`config.mk`:
```
export PLATFORM = sky130hd
export DESIGN_NAME = depth_test_writer
export DESIGN_NICKNAME = d
export VERILOG_FILES = /design/src/rtl/depth_test_writer.sv
export SDC_FILE = /design/constraint.sdc
export NUM_CORES = 1
export LEC_CHECK = 0
export BUFFER_PORTS_ARGS = -buffer_cell sky130_fd_sc_hd__buf_4
export CORE_UTILIZATION = 50
export CTS_CLUSTER_DIAMETER = 100
export DETAILED_ROUTE_END_ITERATION = 6
export PLACE_DENSITY = 0.76
export SYNTH_ARGS = -nofsm -noshare
export SYNTH_HDL_FRONTEND = slang
export SYNTH_SLANG_ARGS = --single-unit
```
`constraint.sdc`:
```
create_clock -name clk_in -period 13.5 [get_ports clk_in]
set_clock_uncertainty 0.15 [all_clocks]
set_input_delay 2.7 -clock clk_in [delete_from_list [all_inputs] [get_ports clk_in]]
set_output_delay 2.7 -clock clk_in [all_outputs]
set_load 0.02 [all_outputs]
```
`src/rtl/depth_test_writer.sv`:
```
// Z-buffer test and framebuffer writer: one pixel per cycle, with in-flight depth
// forwarding so results match strictly sequential processing. Also owns the frame clear sweep.
module depth_test_writer #(
  parameter int COORD_WIDTH     = 32,
  parameter int DEPTH_BIT_WIDTH = 16,
  parameter int COLOR_WIDTH     = 16,
  parameter int FB_WIDTH        = 320,
  parameter int FB_HEIGHT       = 180,
  parameter int READ_LATENCY    = 2,
  parameter int ADDR_WIDTH      = $clog2(FB_WIDTH*FB_HEIGHT)
) (
  input  logic                          clk_in,
  input  logic                          rst_in_n,
  input  logic                          pix_valid_in,
  input  logic signed [COORD_WIDTH-1:0] x_in,
  input  logic signed [COORD_WIDTH-1:0] y_in,
  input  logic [DEPTH_BIT_WIDTH-1:0]    depth_in,
  input  logic [COLOR_WIDTH-1:0]        color_in,
  input  logic                          clear_in,
  input  logic [COLOR_WIDTH-1:0]        clear_color_in,
  output logic                          ready_out,
  output logic                          busy_out,
  output logic                          clear_done_out,
  output logic [ADDR_WIDTH-1:0]         zb_raddr_out,
  input  logic [DEPTH_BIT_WIDTH-1:0]    zb_rdata_in,
  output logic                          zb_we_out,
  output logic [ADDR_WIDTH-1:0]         zb_waddr_out,
  output logic [DEPTH_BIT_WIDTH-1:0]    zb_wdata_out,
  output logic                          fb_we_out,
  output logic [ADDR_WIDTH-1:0]         fb_addr_out,
  output logic [COLOR_WIDTH-1:0]        fb_data_out,
  output logic [31:0]                   pass_count_out,
  output logic [31:0]                   reject_count_out,
  output logic [31:0]                   drop_count_out,
  output logic [1:0]                    state_out
);

  localparam int L = READ_LATENCY;
  localparam logic [1:0] S_RUN   = 2'd0;
  localparam logic [1:0] S_DRAIN = 2'd1;
  localparam logic [1:0] S_CLEAR = 2'd2;
  localparam logic [1:0] S_DONE  = 2'd3;
  localparam logic [ADDR_WIDTH-1:0] FB_W_A = ADDR_WIDTH'(FB_WIDTH);
  localparam logic [ADDR_WIDTH-1:0] LAST_A = ADDR_WIDTH'(FB_WIDTH*FB_HEIGHT-1);

  // Handshake: a pixel transfers on a rising edge where pix_valid_in && ready_out;
  // there is no backpressure beyond ready_out, and a valid without ready is dropped and counted.

  logic [1:0] rst_sync;
  logic       rst_n;
  always_ff @(posedge clk_in or negedge rst_in_n) begin
    if (!rst_in_n) rst_sync <= 2'b00;
    else           rst_sync <= {rst_sync[0], 1'b1};
  end
  assign rst_n = rst_sync[1];

  logic [1:0]                 state;
  logic [ADDR_WIDTH-1:0]      clr_addr;
  logic [COLOR_WIDTH-1:0]     clr_color;
  logic [31:0]                pass_cnt, rej_cnt, drop_cnt;

  // Stages 0..L wait for read data; d_* holds a decided pass, w_* drives the write ports,
  // h_* remembers writes that committed after younger reads were already issued.
  logic                       p_v     [0:L];
  logic [ADDR_WIDTH-1:0]      p_addr  [0:L];
  logic [DEPTH_BIT_WIDTH-1:0] p_depth [0:L];
  logic [COLOR_WIDTH-1:0]     p_color [0:L];
  logic                       d_v, w_v;
  logic [ADDR_WIDTH-1:0]      d_addr, w_addr;
  logic [DEPTH_BIT_WIDTH-1:0] d_depth, w_depth;
  logic [COLOR_WIDTH-1:0]     d_color, w_color;
  logic                       h_v     [0:L-1];
  logic [ADDR_WIDTH-1:0]      h_addr  [0:L-1];
  logic [DEPTH_BIT_WIDTH-1:0] h_depth [0:L-1];

  logic                       in_range, accept, pipe_busy, pass_now;
  logic [ADDR_WIDTH-1:0]      in_addr;
  logic [DEPTH_BIT_WIDTH-1:0] stored;

  assign in_range = (x_in >= 0) && (x_in < $signed(COORD_WIDTH'(FB_WIDTH))) &&
                    (y_in >= 0) && (y_in < $signed(COORD_WIDTH'(FB_HEIGHT)));
  assign accept   = pix_valid_in && ready_out;
  assign in_addr  = y_in[ADDR_WIDTH-1:0] * FB_W_A + x_in[ADDR_WIDTH-1:0];

  always_comb begin
    pipe_busy = d_v || w_v;
    for (int i = 0; i <= L; i++) pipe_busy = pipe_busy || p_v[i];
  end

  // Oldest match first so the newest in-flight pass to the address wins.
  always_comb begin
    stored = zb_rdata_in;
    for (int i = L-1; i >= 0; i--)
      if (h_v[i] && h_addr[i] == p_addr[L]) stored = h_depth[i];
    if (w_v && w_addr == p_addr[L]) stored = w_depth;
    if (d_v && d_addr == p_addr[L]) stored = d_depth;
  end
  assign pass_now = p_v[L] && (p_depth[L] < stored);

  always_ff @(posedge clk_in or negedge rst_n) begin
    if (!rst_n) begin
      for (int i = 0; i <= L; i++) begin
        p_v[i] <= 1'b0; p_addr[i] <= '0; p_depth[i] <= '0; p_color[i] <= '0;
      end
      for (int i = 0; i < L; i++) begin
        h_v[i] <= 1'b0; h_addr[i] <= '0; h_depth[i] <= '0;
      end
      d_v <= 1'b0; d_addr <= '0; d_depth <= '0; d_color <= '0;
      w_v <= 1'b0; w_addr <= '0; w_depth <= '0; w_color <= '0;
    end else begin
      p_v[0]     <= accept && in_range;
      p_addr[0]  <= in_addr;
      p_depth[0] <= depth_in;
      p_color[0] <= color_in;
      for (int i = 1; i <= L; i++) begin
        p_v[i] <= p_v[i-1]; p_addr[i] <= p_addr[i-1];
        p_depth[i] <= p_depth[i-1]; p_color[i] <= p_color[i-1];
      end
      d_v <= pass_now; d_addr <= p_addr[L]; d_depth <= p_depth[L]; d_color <= p_color[L];
      w_v <= d_v; w_addr <= d_addr; w_depth <= d_depth; w_color <= d_color;
      h_v[0] <= w_v; h_addr[0] <= w_addr; h_depth[0] <= w_depth;
      for (int i = 1; i < L; i++) begin
        h_v[i] <= h_v[i-1]; h_addr[i] <= h_addr[i-1]; h_depth[i] <= h_depth[i-1];
      end
    end
  end

  always_ff @(posedge clk_in or negedge rst_n) begin
    if (!rst_n) begin
      state     <= S_RUN;
      clr_addr  <= '0;
      clr_color <= '0;
      pass_cnt  <= '0;
      rej_cnt   <= '0;
      drop_cnt  <= '0;
    end else begin
      if (pix_valid_in && !ready_out && drop_cnt != '1) drop_cnt <= drop_cnt + 32'd1;
      if (p_v[L]) begin
        if (pass_now) begin
          if (pass_cnt != '1) pass_cnt <= pass_cnt + 32'd1;
        end else if (rej_cnt != '1) begin
          rej_cnt <= rej_cnt + 32'd1;
        end
      end
      case (state)
        S_RUN: if (clear_in) begin
          clr_color <= clear_color_in;
          state     <= S_DRAIN;
        end
        S_DRAIN: if (!pipe_busy) begin
          clr_addr <= '0;
          state    <= S_CLEAR;
        end
        S_CLEAR: if (clr_addr == LAST_A) begin
          pass_cnt <= '0;
          rej_cnt  <= '0;
          state    <= S_DONE;
        end else begin
          clr_addr <= clr_addr + 1'b1;
        end
        default: state <= S_RUN;
      endcase
    end
  end

  assign ready_out        = (state == S_RUN) || (state == S_DONE);
  assign busy_out         = pipe_busy || (state != S_RUN);
  assign clear_done_out   = (state == S_DONE);
  assign zb_raddr_out     = p_addr[0];
  assign zb_we_out        = (state == S_CLEAR) || w_v;
  assign zb_waddr_out     = (state == S_CLEAR) ? clr_addr : w_addr;
  assign zb_wdata_out     = (state == S_CLEAR) ? '1 : w_depth;
  assign fb_we_out        = zb_we_out;
  assign fb_addr_out      = zb_waddr_out;
  assign fb_data_out      = (state == S_CLEAR) ? clr_color : w_color;
  assign pass_count_out   = pass_cnt;
  assign reject_count_out = rej_cnt;
  assign drop_count_out   = drop_cnt;
  assign state_out        = state;

endmodule

```
## Yosys cells after proc, flatten, opt, wreduce, memory -nomap -nowiden

Index checks and enable logic that the tools add are counted.

| word-level totals | value |
|---|---|
| bits in registers | 443 |
| bits in latches | 0 |
| memory bits (writable) | 0 |
| ROM bits | 0 |
| output and inout port bits | 183 |
| word-level logic and storage cells | 109 |
| memories kept | 0 |

| operators by class | value |
|---|---|
| $add $sub $neg | 5 |
| multiply operators | 1 |
| div/mod/pow operators | 0 |
| order comparisons | 5 |
| eq/ne operators | 15 |
| shifts and indexed selects | 0 |
| mux-type cells | 24 |
| bitwise operators | 0 |
| reductions and logical operators | 26 |

Operator list:

| kind | number |
|---|---|
| two-way mux 32 bit | 10 |
| two-way mux 16 bit | 9 |
| adder 32 x 1 -> 32 bit (second input constant) | 3 |
| != test 32 bit (second input constant) | 3 |
| == test 16 bit | 4 |
| greater-or-equal comparator 32 x 1 -> 1 bit (second input constant) | 2 |
| less-than comparator 32 x 10 -> 1 bit (second input constant) | 1 |
| less-than comparator 32 x 9 -> 1 bit (second input constant) | 1 |
| one-hot mux 16 bit (2 select lines) | 1 |
| adder 16 x 1 -> 16 bit (second input constant) | 1 |
| adder 16 bit | 1 |
| == test 16 bit (second input constant) | 1 |
| less-than comparator 16 bit | 1 |
| multiplier 16 x 3 -> 10 bit (second input constant) | 1 |
| logical AND 1 bit | 12 |
| != test 2 bit (second input constant) | 4 |
| logical OR 1 bit | 7 |
| two-way mux 2 bit | 3 |
| one-hot mux 2 bit (3 select lines) | 1 |
| AND reduction 3 bit | 2 |
| == test 2 bit (second input constant) | 2 |
| nonzero test 2 bit | 2 |
| == test 2 x 1 -> 1 bit (second input constant) | 1 |
| zero test 2 bit | 1 |
| other kinds (2) | 2 |

## Depth between registers and ports, before layout

Gate-level depths: netlist of the first run.

| depth | value |
|---|---|
| depth after elaboration | 12 |
| gate-level depth with buffers | 22 |
| depth with buffers taken out | 19 |

## Least setup slack after synthesis of the first run

Ideal clock, no wire load.

| timing path | value |
|---|---|
| path type | in2reg |
| start | input zb_rdata_in[9] |
| end | register pass_cnt[7], in the netlist pass_count_out[7] |
| library setup time | 0.120 ns |
| arrival | 5.653 ns |
| required time | 13.230 ns |
| setup slack | 7.577 ns |
| cell stages on the path | 16 |
| buffers on the path | 1 |
| cell sequence | mux2i_1 -> nand2_1 -> o21ai_0 -> o211ai_1 -> o21ai_0 -> ha_1 -> a21o_1 -> a21o_1 -> a21o_1 -> a2111oi_2 -> o21ai_2 -> a311o_1 -> nor4_4 -> buf_4 -> a21oi_1 -> a31o_1 |

| between the ends | value |
|---|---|
| longest elaborated chain between the ends | 10 |

RTL lines:

| item | line | text |
|---|---|---|
| start, declared | 25 | `input logic [DEPTH_BIT_WIDTH-1:0] zb_rdata_in,` |
| two-way mux 16 bit * (2 in a row) | 94 | `if (h_v[i] && h_addr[i] == p_addr[L]) stored = h_depth[i];` |
| two-way mux 16 bit * | 95 | `if (w_v && w_addr == p_addr[L]) stored = w_depth;` |
| two-way mux 16 bit * | 96 | `if (d_v && d_addr == p_addr[L]) stored = d_depth;` |
| less-than comparator 16 bit * | 98 | `assign pass_now = p_v[L] && (p_depth[L] < stored);` |
| logical AND 1 bit * | 98 |  |
| two-way mux 32 bit * | 139 | `if (pass_now) begin` |
| two-way mux 32 bit * | 138 | `if (p_v[L]) begin` |
| two-way mux 32 bit | 154 | `S_CLEAR: if (clr_addr == LAST_A) begin` |
| two-way mux 32 bit * | 145 | `case (state)` |
| end signal, assigned | 140 | `if (pass_cnt != '1) pass_cnt <= pass_cnt + 32'd1;` |
| end, declared | 60 | `logic [31:0] pass_cnt, rej_cnt, drop_cnt;` |

Mark *: on every way between the ends. The rest lies on a longest branch, timed or not.
A chain may end at the register's enable or synchronous reset.

## Final worst setup path of the first run

| timing path | value |
|---|---|
| start | input zb_rdata_in[9] |
| end | register pass_cnt[15], in the netlist pass_count_out[15] |

The elaborated chain is that of the path after synthesis.

==> results of run 1 <==
[cell type report]
cell class	count	area share
Sequential cell	443	0.5104
Multi-Input combinational cell	842	0.2718
Timing Repair Buffer	329	0.1137
Clock buffer	61	0.05741
Tap cell	455	0.02620
Clock inverter	19	0.01405
Inverter	36	0.006219
Antenna cell	2	0.0002303
[layer usage]
layer  global-route usage  part of all wire
met1               0.2939              0.41
met2               0.3836              0.50
met3              0.04893             0.060
met4              0.08189             0.030
met5                    0                 0
[cell families after synthesis]
| family | synth area share |
|---|---|
| flops | 0.6314 |
| simple gates | 0.1219 |
| compound gates | 0.06521 |
| xor+xnor | 0.06884 |
| buf+inv | 0.03285 |
| mux | 0.04454 |
| fa+ha+maj | 0.03506 |
| other cells | 0.0002136 |
[path summary, 6_finish.rpt]
kind | endpoint | slack [ps]
max in group asynchronous | d_depth[9] | 10710
setup / recovery | pass_count_out[15] | 6960
min in group asynchronous | p_color[47] | 230
hold / removal | p_addr[2] | 190
setup reg to reg | pass_count_out[15] | 7590
hold reg to reg | p_addr[2] | 190
[registers in the layout, indices dropped and copies added, names as in the netlist, 16 cells and up]
register,flops
clr_addr,16
clr_color,16
d_addr,16
d_color,16
d_depth,16
drop_count_out,32
h_addr,32
h_depth,32
p_addr,32
p_color,48
p_depth,48
pass_count_out,32
reject_count_out,32
w_addr,16
w_color,16
w_depth,16
zb_raddr_out,16
[worst register-to-register path, delay by kind of cell (launching register included)]
family                   cells  cell delay [ps]
buffers and inverters        1              300
XOR/XNOR                     1              210
AO/OA/AOI/OAI               10             2430
flip-flops                   1              480
AND/OR/NAND/NOR              5             1930
adder cells (fa/ha/maj)      1              310
[power by group]
part           total, mW  internal [mW]  switching [mW]  leakage [nW]
Sequential          1.57           1.45           0.114          5.34
Combinational      0.324          0.158           0.165          4.09
Clock               1.29          0.786           0.509         0.752
Total               3.19           2.40           0.789          10.2
[placed cells by master (no fill, tap or decap), types with 9 or more instances in the layout]
| cell type | n |
|---|---|
| a21o_1 | 13 |
| a21oi_1 | 53 |
| a31o_1 | 9 |
| and3_1 | 21 |
| and4_1 | 11 |
| buf_4 | 329 |
| clkbuf_1 | 11 |
| clkbuf_16 | 46 |
| dfrtp_1 | 442 |
| ha_1 | 45 |
| inv_1 | 36 |
| mux2_2 | 49 |
| mux2i_1 | 23 |
| nand2_1 | 92 |
| nand3_1 | 48 |
| nand4_1 | 46 |
| nor2_1 | 61 |
| nor3_1 | 20 |
| nor4_1 | 21 |
| o211ai_1 | 19 |
| o21ai_0 | 59 |
| or2_2 | 19 |
| or3_1 | 23 |
| or4_1 | 10 |
| xnor2_1 | 107 |
| xor2_1 | 31 |
[synth_stat cells (3+ instances only)]
master | instances | area [µm²]
mux2i_1 | 23 | 230.2
nor2_1 | 61 | 229.0
o31ai_1 | 5 | 37.54
and4_1 | 12 | 105.1
a211oi_1 | 3 | 22.52
a31o_1 | 9 | 78.83
nor3b_1 | 3 | 22.52
inv_1 | 36 | 135.1
and3_1 | 21 | 131.4
xnor2_1 | 107 | 937.2
xor2_1 | 31 | 271.5
nand2_1 | 92 | 345.3
nand4_1 | 46 | 287.8
a21o_1 | 13 | 97.59
or3_1 | 23 | 143.9
o211ai_1 | 19 | 142.6
a31o_2 | 3 | 26.28
or2_2 | 19 | 118.9
a21oi_1 | 53 | 265.3
dfrtp_1 | 443 | 11090
ha_1 | 46 | 575.6
buf_4 | 35 | 262.8
mux2_2 | 49 | 551.8
clkbuf_1 | 38 | 142.6
nand3_1 | 48 | 240.2
and2_1 | 6 | 37.54
o21bai_1 | 5 | 37.54
o21ai_0 | 59 | 295.3
nor4_1 | 21 | 131.4
or4_1 | 10 | 75.07
nor3_1 | 20 | 100.1
buf_1 | 3 | 11.26
buf_2 | 5 | 25.02
nor4b_1 | 3 | 26.28
nand2b_1 | 7 | 43.79
==> metrics.md, run 1 <==
| Metric | Value |
|---|---|
| Outcome | `finished clean` |
| Resize count post-CTS | `0` |
| Worst setup startpoint | `zb_rdata_in[9]` |
| DRT Pass-1 Iters | `5` |
| Synthesized area | `about 18000 µm²` |
| Clock Tree Buf Depth | `3` |
| Yosys warns | `0` |
| WL per Instance | `18.60 µm` |
| R2R Path Start | `p_addr[5]` |
| CP Depth | `16` |
| Final worst path period need | `6535 ps` |
| Min-delay src | `p_addr[18]` |
| Cell mode on critical path | `a21o_1` |
| Slew headroom | `0.2144` |
| Final WS setup | `6965 ps` |
| Dpl cell area | `20170 µm²` |
| Vias in the first global route | `11923` |
| Worst-Margin Slew | `about 1200 ps` |
| CTS Buf Count | `46` |
| Cells after DPL | `around 2100` |
| Worst hold path class | `flip-flop to flip-flop` |
| Clock Tree Root | `clkbuf_16` |
| Routability cong. | `0.8024` |
| Clk slew on worst S/H paths | `60 ps` |
| MaxCap Viol Count | `0` |
| Final Cycle Share | `0.4841` |
| Max incr delay on CP | `1040 ps` |
| Synthesized instance count | `between 1000 and 1500` |
| Hold Fails Final Rpt | `0` |
| Htree depth | `2` |
| Total routed wirelength | `~41000 µm` |
| Distinct cells, synth | `56` |
| Initial antenna violation count | `2` |
| WS Path Type | `input port to flip-flop` |
| Synthesized net count | `between 1500 and 2000` |
| Async SR Flop Fraction | `1.000` |
| Cell depth of the worst flop-to-flop path | `18` |
| Final Slew Violations | `0` |
| I/O pins | `around 320` |
| Die footprint | `35870 µm²` |
| Area growth syn-to-layout | `23.75%` |
| Overall Global Routing Usage | `0.2290` |
| Latest clock arrival within the worst-skew pair | `between 500 and 600 ps` |
| Core area | `34540 µm²` |
| Slowest-stage cell, CP | `nor4_4` |
| Cell depth of the worst min-delay path | `0` |
| Register area | `11090 µm²` |
| Top delay family on crit path | `compound AO/OA/AOI/OAI gates` |
| Die Span Y | `between 150 and 200 µm` |
| Pin count of the biggest net entering global routing | `just over 90` |
| Critical Path RT | `13800 ps` |
| Drt drc | `0` |
| Input/output buffers | `about 310` |
| Non-Filler Instances | `approximately 2200` |
| Initial core utilization | `0.5083` |
| Initial DRC Count | `637` |
| Site row count | `68` |
| RSZ-0062 raised after global routing | `no` |
| Routed vias/inst | `roughly 5.4` |
| ANT nets after route | `0` |
| Share of cells above drive strength 1 | `0.2792` |
| Die X | `between 150 and 200 µm` |
| Hold-fix buffers, CTS | `0` |
| Max rail drop VDD | `~0.000089 V` |
| Power Density | `~150 nW/µm²` |
| Filler cells | `2703` |
| Post-layout util | `0.6290` |
| Critical-path cell list | `buf_4, mux2i_1, nand2_1, o21ai_0, o211ai_1, o21ai_0, ha_1, a21o_1, a21o_1, a21o_1, a2111oi_2, o21ai_2, a311o_1, nor4_4, a211oi_1, a31o_2` |
| Post-synthesis register bit count | `443` |
| Total gr overflow | `0` |
| Syn Area/Cell | `12.52 µm²` |
| DP HPWL | `around 29000 µm` |
| Post-synthesis sequential area ratio | `0.6314` |
| Setup TNS | `0 ps` |
| Fmax | `153.0 MHz` |
| Total Power | `3.187 mW` |
| Final net count | `between 1500 and 2000` |
| Worst path arrival time | `6830 ps` |
| Setup-failing EPs final | `0` |
| Fin area | `21730 µm²` |
| Number of enable flip-flop cells after synthesis | `0` |
| First-pass GRT wire length | `64120 µm` |
| Crit Path Max Fanout | `24` |
| Clk sinks | `around 440` |
| CTS tree | `done` |
| Buffers & Inverters on Critical Path | `1` |
| Vias | `11745` |
| Setup crit end kind | `flip-flop` |
| Placement Setup Slack | `between 6000 and 7000 ps` |
| CP Launch Type | `input port` |
| Top_reg_cell synth | `dfrtp_1` |
| Setup Buffers After CTS | `0` |
| Multi-input logic area | `5906 µm²` |
| Leakage | `10.19 nW` |
| WHS | `190.9 ps` |
Note: power is estimated with default switching activity, not from simulation.
==> run 2: changes to the inputs <==
ABC_AREA = 1   (was not set)
CORE_UTILIZATION = 51   (was 50)
clock period = 6 ns   (was 13.5 ns; I/O delays follow)
==> metrics.md, run 2 <==
| Metric | Value |
|---|---|
| Outcome | `finished clean` |
| Site row count | `70` |
| Resize count post-CTS | `0` |
| Die footprint | `38540 µm²` |
| Core area | `around 37000 µm²` |
| Setup-failing EPs final | `0` |
| Input/output buffers | `around 310` |
| WL per Instance | `17.18 µm` |
| Synthesized instance count | `2057` |
| Setup TNS | `0 ps` |
| Die Span Y | `196.3 µm` |
| Cell mode on critical path | `nand2_1` |
| R2R setup slack | `1210 ps` |
| Leakage | `11.57 nW` |
| Post-synthesis adder-cell area fraction | `0.03196` |
| Overall Global Routing Usage | `0.2618` |
| Worst path arrival time | `5140 ps` |
| Final net count | `about 2500` |
| CP Launch Type | `flip-flop` |
| WS Path Type | `flip-flop to flip-flop` |
| Multi-input logic area | `between 6000 and 7000 µm²` |
| I/O pins | `315` |
| Worst-Margin Slew | `1140 ps` |
| R2R Path Start | `p_addr[8]` |
| Slowest-stage cell, CP | `nand2_4` |
| Clock Tree Root | `clkbuf_16` |
| Synth area leaders | `dfrtp_1 58%, nand2_1 9.4%, nor2_1 3.8%` |
| Setup Buffers After CTS | `0` |
| Post-layout util | `0.6375` |
| Synthesized net count | `2237` |
| Synthesized area | `19260 µm²` |
| Share of cells above drive strength 1 | `0.1992` |
| Distinct cells, synth | `46` |
| Biggest regs | `p_color (48), p_depth (48)` |
| Area leader, netlist | `dfrtp_1` |
| Vias in the first global route | `15119` |
| CTS tree | `done` |
| Critical Path RT | `6360 ps` |
| Share of the synthesized area in the top cell type | `0.5756` |
| RSZ-0062 raised after global routing | `no` |
| Async SR Flop Fraction | `1.000` |
| Initial antenna violation count | `0` |
| Syn Area/Cell | `9.362 µm²` |
| Final Slew Violations | `0` |
| Clk slew on worst S/H paths | `60 ps` |
| Initial core utilization | `0.5223` |
| Buffers & Inverters on Critical Path | `3` |
| Crit Path Max Fanout | `62` |
| Initial DRC Count | `1160` |
| Hold-fix buffers, CTS | `0` |
| Fmax | `208.9 MHz` |
| Cell depth of the worst flop-to-flop path | `25` |
| Max rail drop VDD | `between 0.0002 and 0.0003 V` |
| Routability cong. | `0.9273` |
| Yosys warns | `0` |
| Register area | `11090 µm²` |
| Max incr delay on CP | `530 ps` |
| Top_reg_cell synth | `dfrtp_1` |
| Main combinational cell family by area after synthesis | `simple AND/OR/NAND/NOR gates` |
| Area growth syn-to-layout | `22.05%` |
| Routed vias/inst | `5.195` |
| Post-synthesis sequential area ratio | `0.5756` |
| Filler cells | `between 3000 and 4000` |
| Final Cycle Share | `0.7980` |
| XOR/XNOR share of the synthesized area | `0.04093` |
| Power Density | `369.8 nW/µm²` |
| Drt drc | `0` |
| First-pass GRT wire length | `79780 µm` |
| Latest clock arrival within the worst-skew pair | `590 ps` |
| Vias | `between 15000 and 20000` |
| Hold Fails Final Rpt | `0` |
| DRT Pass-1 Iters | `5` |
| Worst setup startpoint | `p_addr[8]` |
| Capture point of the worst path | `reject_count_out[1]` |
| Total gr overflow | `0` |
| R2R Path End | `reject_count_out[1]` |
| Total routed wirelength | `49630 µm` |
| Share of the synthesized area in compound gates (AO/OA/AOI/OAI) | `0.05061` |
| Setup crit end kind | `flip-flop` |
| Count leader, synth | `nand2_1` |
| Commonest non-fill, non-tap cell in the layout | `nand2_1` |
| Slew headroom | `0.2380` |
| Clock Tree Buf Depth | `3` |
| Top cells by count, synth | `482 x nand2_1, 443 x dfrtp_1, 194 x nor2_1` |
| Clk sinks | `443` |
| Number of enable flip-flop cells after synthesis | `0` |
| Post-synthesis register bit count | `443` |
| CTS Buf Count | `46` |
| Synth Area in Simple Gates | `0.2241` |
| Commonest cells after routing, fill and taps aside | `482 x nand2_1, 442 x dfrtp_1, 324 x buf_4` |
| CP Depth | `25` |
| Total Power | `8.693 mW` |
| Final worst path period need | `4788 ps` |
| MaxCap Viol Count | `0` |
| Die X | `between 150 and 200 µm` |
| ANT nets after route | `0` |
| DP HPWL | `35230 µm` |
| Post-synthesis mux area share | `0.01156` |
| Pin count of the biggest net entering global routing | `187` |
| Htree depth | `2` |
| Top delay family on crit path | `simple AND/OR/NAND/NOR gates` |
| Worst hold path class | `flip-flop to flip-flop` |
## run 2: where the power goes
| part | switching, mW | internal (mW) | leakage [nW] | total (mW) |
|---|---|---|---|---|
| sequential | 0.275 | 3.34 | 5.40 | 3.61 |
| clock | 1.23 | 1.73 | 0.783 | 2.96 |
| combinational | 1.33 | 0.788 | 5.39 | 2.12 |
## run 2: stage by stage
stage	cells	hold slack, ps	setup slack [ps]	instance area, µm²
floorplan	2057	181.2	1514	19260
finish	2889	195.4	1212	23510
global route	2888	200.8	733.5	23500
global placement	2805	181.3	1462	21900
detailed placement	2805	184.7	1350	21900
CTS	2888	195.8	1225	23500
## run 2: routing by layer
metal  vias to the layer above  routed length, µm  global-route usage
met5                         -                  0                   0
met3                        79               2931             0.04418
li1                       7231                  -                   -
met4                         0               1192             0.08941
met1                      7219              21370              0.3482
met2                       479              24130              0.4353
## run 2: logic make-up (layout without fill, tap and decap cells)
kind of cell,count (synthesis),in the layout
AOI/OAI and AO/OA,187,187
xor gates and xnor gates,90,90
adders and majority gates,48,48
buffers and inverters,288,615
DFF,443,443
muxes,20,20
other,1,2
and+or+nand+nor,980,980
## run 2: final cells by class
class                      count  area share
sequential                   443      0.4718
multi-input combinational   1326      0.2952
timing repair buffer         326      0.1052
clock buffer                  60     0.05589
inverter                     206     0.03290
tap                          504     0.02683
clock inverter                23     0.01208
antenna                        1   0.0001065
## run 2: how the worst min path moves through the flow
stage | slack, ps | depth (start not counted) | endpoint | from
final | 200 | 0 | p_addr[2] | p_addr[18]
after global routing | 200 | 0 | p_depth[2] | p_depth[18]
after CTS | 200 | 1 | rst_sync[1] | rst_in_n
after detailed placement | 180 | 0 | p_color[31] | p_color[47]
after global placement | 180 | 0 | d_color[13] | p_color[13]
after floorplan | 180 | 0 | d_color[0] | p_color[0]
==> run 3: changes to the inputs <==
clock period = 3.9 ns   (was 6 ns; I/O delays follow)
==> metrics.md, run 3 (synthesized netlist as in run 2, its figures left out) <==
| Metric | Value |
|---|---|
| Worst setup startpoint | `p_addr[6]` |
| Overall Global Routing Usage | `0.2647` |
| Initial DRC Count | `~980` |
| DRT Pass-1 Iters | `6` |
| CTS Buf Count | `46` |
| Initial core utilization | `0.5223` |
| WL per Instance | `around 17 µm` |
| Core area | `36870 µm²` |
| Final net count | `2615` |
| Leakage | `12.23 nW` |
| Vias | `between 15000 and 20000` |
| Routed vias/inst | `5.257` |
| Final worst path period need | `4017 ps` |
| Max incr delay on CP | `440 ps` |
| Routability cong. | `between 0.9 and 1` |
| CP Launch Type | `flip-flop` |
| Drt drc | `0` |
| Worst hold path class | `input port to flip-flop` |
| Setup crit end kind | `flip-flop` |
| Setup-failing EPs final | `63` |
| Register area | `11090 µm²` |
| Initial antenna violation count | `1` |
| Fmax | `248.9 MHz` |
| Latest clock arrival within the worst-skew pair | `~600 ps` |
| Pin count of the biggest net entering global routing | `92` |
| Cell depth of the worst min-delay path | `1` |
| Failing checks | `negative setup slack` |
| Top delay family on crit path | `simple AND/OR/NAND/NOR gates` |
| R2R setup slack | `-120 ps` |
| Post-layout util | `0.6762` |
| Die Span Y | `196.3 µm` |
| Hold Path End | `zb_raddr_out[5]` |
| First-pass GRT wire length | `between 80000 and 90000 µm` |
| ANT nets after route | `0` |
| Multi-input logic area | `between 7000 and 8000 µm²` |
| Slowest-stage cell, CP | `dfrtp_2` |
| Crit Path Max Fanout | `7` |
| Vias in the first global route | `15526` |
| Total gr overflow | `0` |
| Min-delay src | `x_in[5]` |
| CTS tree | `done` |
| Power Density | `about 550 nW/µm²` |
| Final WS setup | `-117.4 ps` |
| Total Power | `around 14 mW` |
| Dpl cell area | `around 22000 µm²` |
| Clock Tree Buf Depth | `3` |
| Final Cycle Share | `1.030` |
| Final Slew Violations | `0` |
| Buffers & Inverters on Critical Path | `4` |
| Max rail drop VDD | `about 0.0004 V` |
| Clock Tree Root | `clkbuf_16` |
| Input/output buffers | `314` |
| Critical Path RT | `4250 ps` |
| DP HPWL | `~36000 µm` |
| R2R Path End | `reject_count_out[19]` |
| Worst path arrival time | `4370 ps` |
| Filler cells | `roughly 2800` |
| R2R Path Start | `p_addr[6]` |
| MaxCap Viol Count | `0` |
| RSZ-0062 raised after global routing | `yes` |
| Commonest cells after routing, fill and taps aside | `453 x nand2_1, 438 x dfrtp_1, 374 x buf_4` |
| Cell depth of the worst flop-to-flop path | `25` |
| Area growth syn-to-layout | `29.48%` |
| Htree depth | `2` |
| Outcome | `finished, violations left` |
| Slew headroom | `0.4425` |
| Clk slew on worst S/H paths | `60 ps` |
| Clk sinks | `~440` |
| Die footprint | `about 39000 µm²` |
| Site row count | `70` |
| Worst-Margin Slew | `836.3 ps` |
| WS Path Type | `flip-flop to flip-flop` |
| Total routed wirelength | `51200 µm` |
| Biggest regs | `p_color (48), p_depth (48)` |
| Die X | `between 150 and 200 µm` |
| Fin area | `24940 µm²` |
| Hold Fails Final Rpt | `0` |
| I/O pins | `315` |
| Commonest non-fill, non-tap cell in the layout | `nand2_1` |
| Share of cells above drive strength 1 | `0.2660` |
run 3: cell count changes in the layout (fill, tap and decap cells not counted), sizes merged, moves of 2 or more:
cell,previous run,this run
buf,326,403
clkbuf,60,66
nand2,485,487
clkinv,12,9
run 3: routing by layer:
metal	wire [µm]	GRT usage	up-vias
li1	-	-	7416
met1	21130	0.3436	7538
met2	25090	0.4359	570
met3	3371	0.05398	116
met4	1620	0.1047	0
met5	0	0	-
run 3: worst max-delay path by stage:
| stage | endpoint | cells past startpoint |
|---|---|---|
| 6_report | reject_count_out[19] | 25 |
| 4_1_cts | reject_count_out[4] | 22 |
| 2_1_floorplan | clr_addr[0] | 0 |
| 3_3_place_gp | reject_count_out[28] | 24 |
| 5_1_grt | reject_count_out[19] | 25 |
| 3_5_place_dp | reject_count_out[4] | 26 |
run 3: timing repair:
action / CTS / global route
hold buffers: 1 / 0
endpoints found under the setup margin: 65 / 65
cloned: 4 / 7
pin swaps: 2 / 45
hold endpoints to repair: 2 / 0
setup buffers: 11 / 23
resized for setup: 32 / 118
run 3: power by group:
group	leakage (nW)	switching [mW]	total [mW]	internal [mW]
logic	6.07	2.20	3.69	1.48
registers	5.40	0.397	5.54	5.14
clock network	0.768	1.84	4.53	2.69
total	12.2	4.44	13.8	9.32
run 3: through the flow:
step                      worst slack, ps  hold slack, ps  setup TNS (ps)  std cells
after global routing               -311.8           125.2          -16530       2974
after CTS                           37.20           121.7               0       2944
after global placement             -31.33           181.5          -218.2       2845
after floorplan                    -586.2           181.2         -258490       2057
final                              -117.4           151.2           -3795       2975
after detailed placement           -197.9           184.7           -7622       2845
run 3: cell type report:
class / instances / share of cell area
antenna: 1 / 0.0001004
clock buffer: 61 / 0.05209
clock inverter: 22 / 0.01104
inverter: 206 / 0.03111
multi-input combinational: 1328 / 0.2973
sequential: 443 / 0.4449
tap: 504 / 0.02529
timing repair buffer: 410 / 0.1382
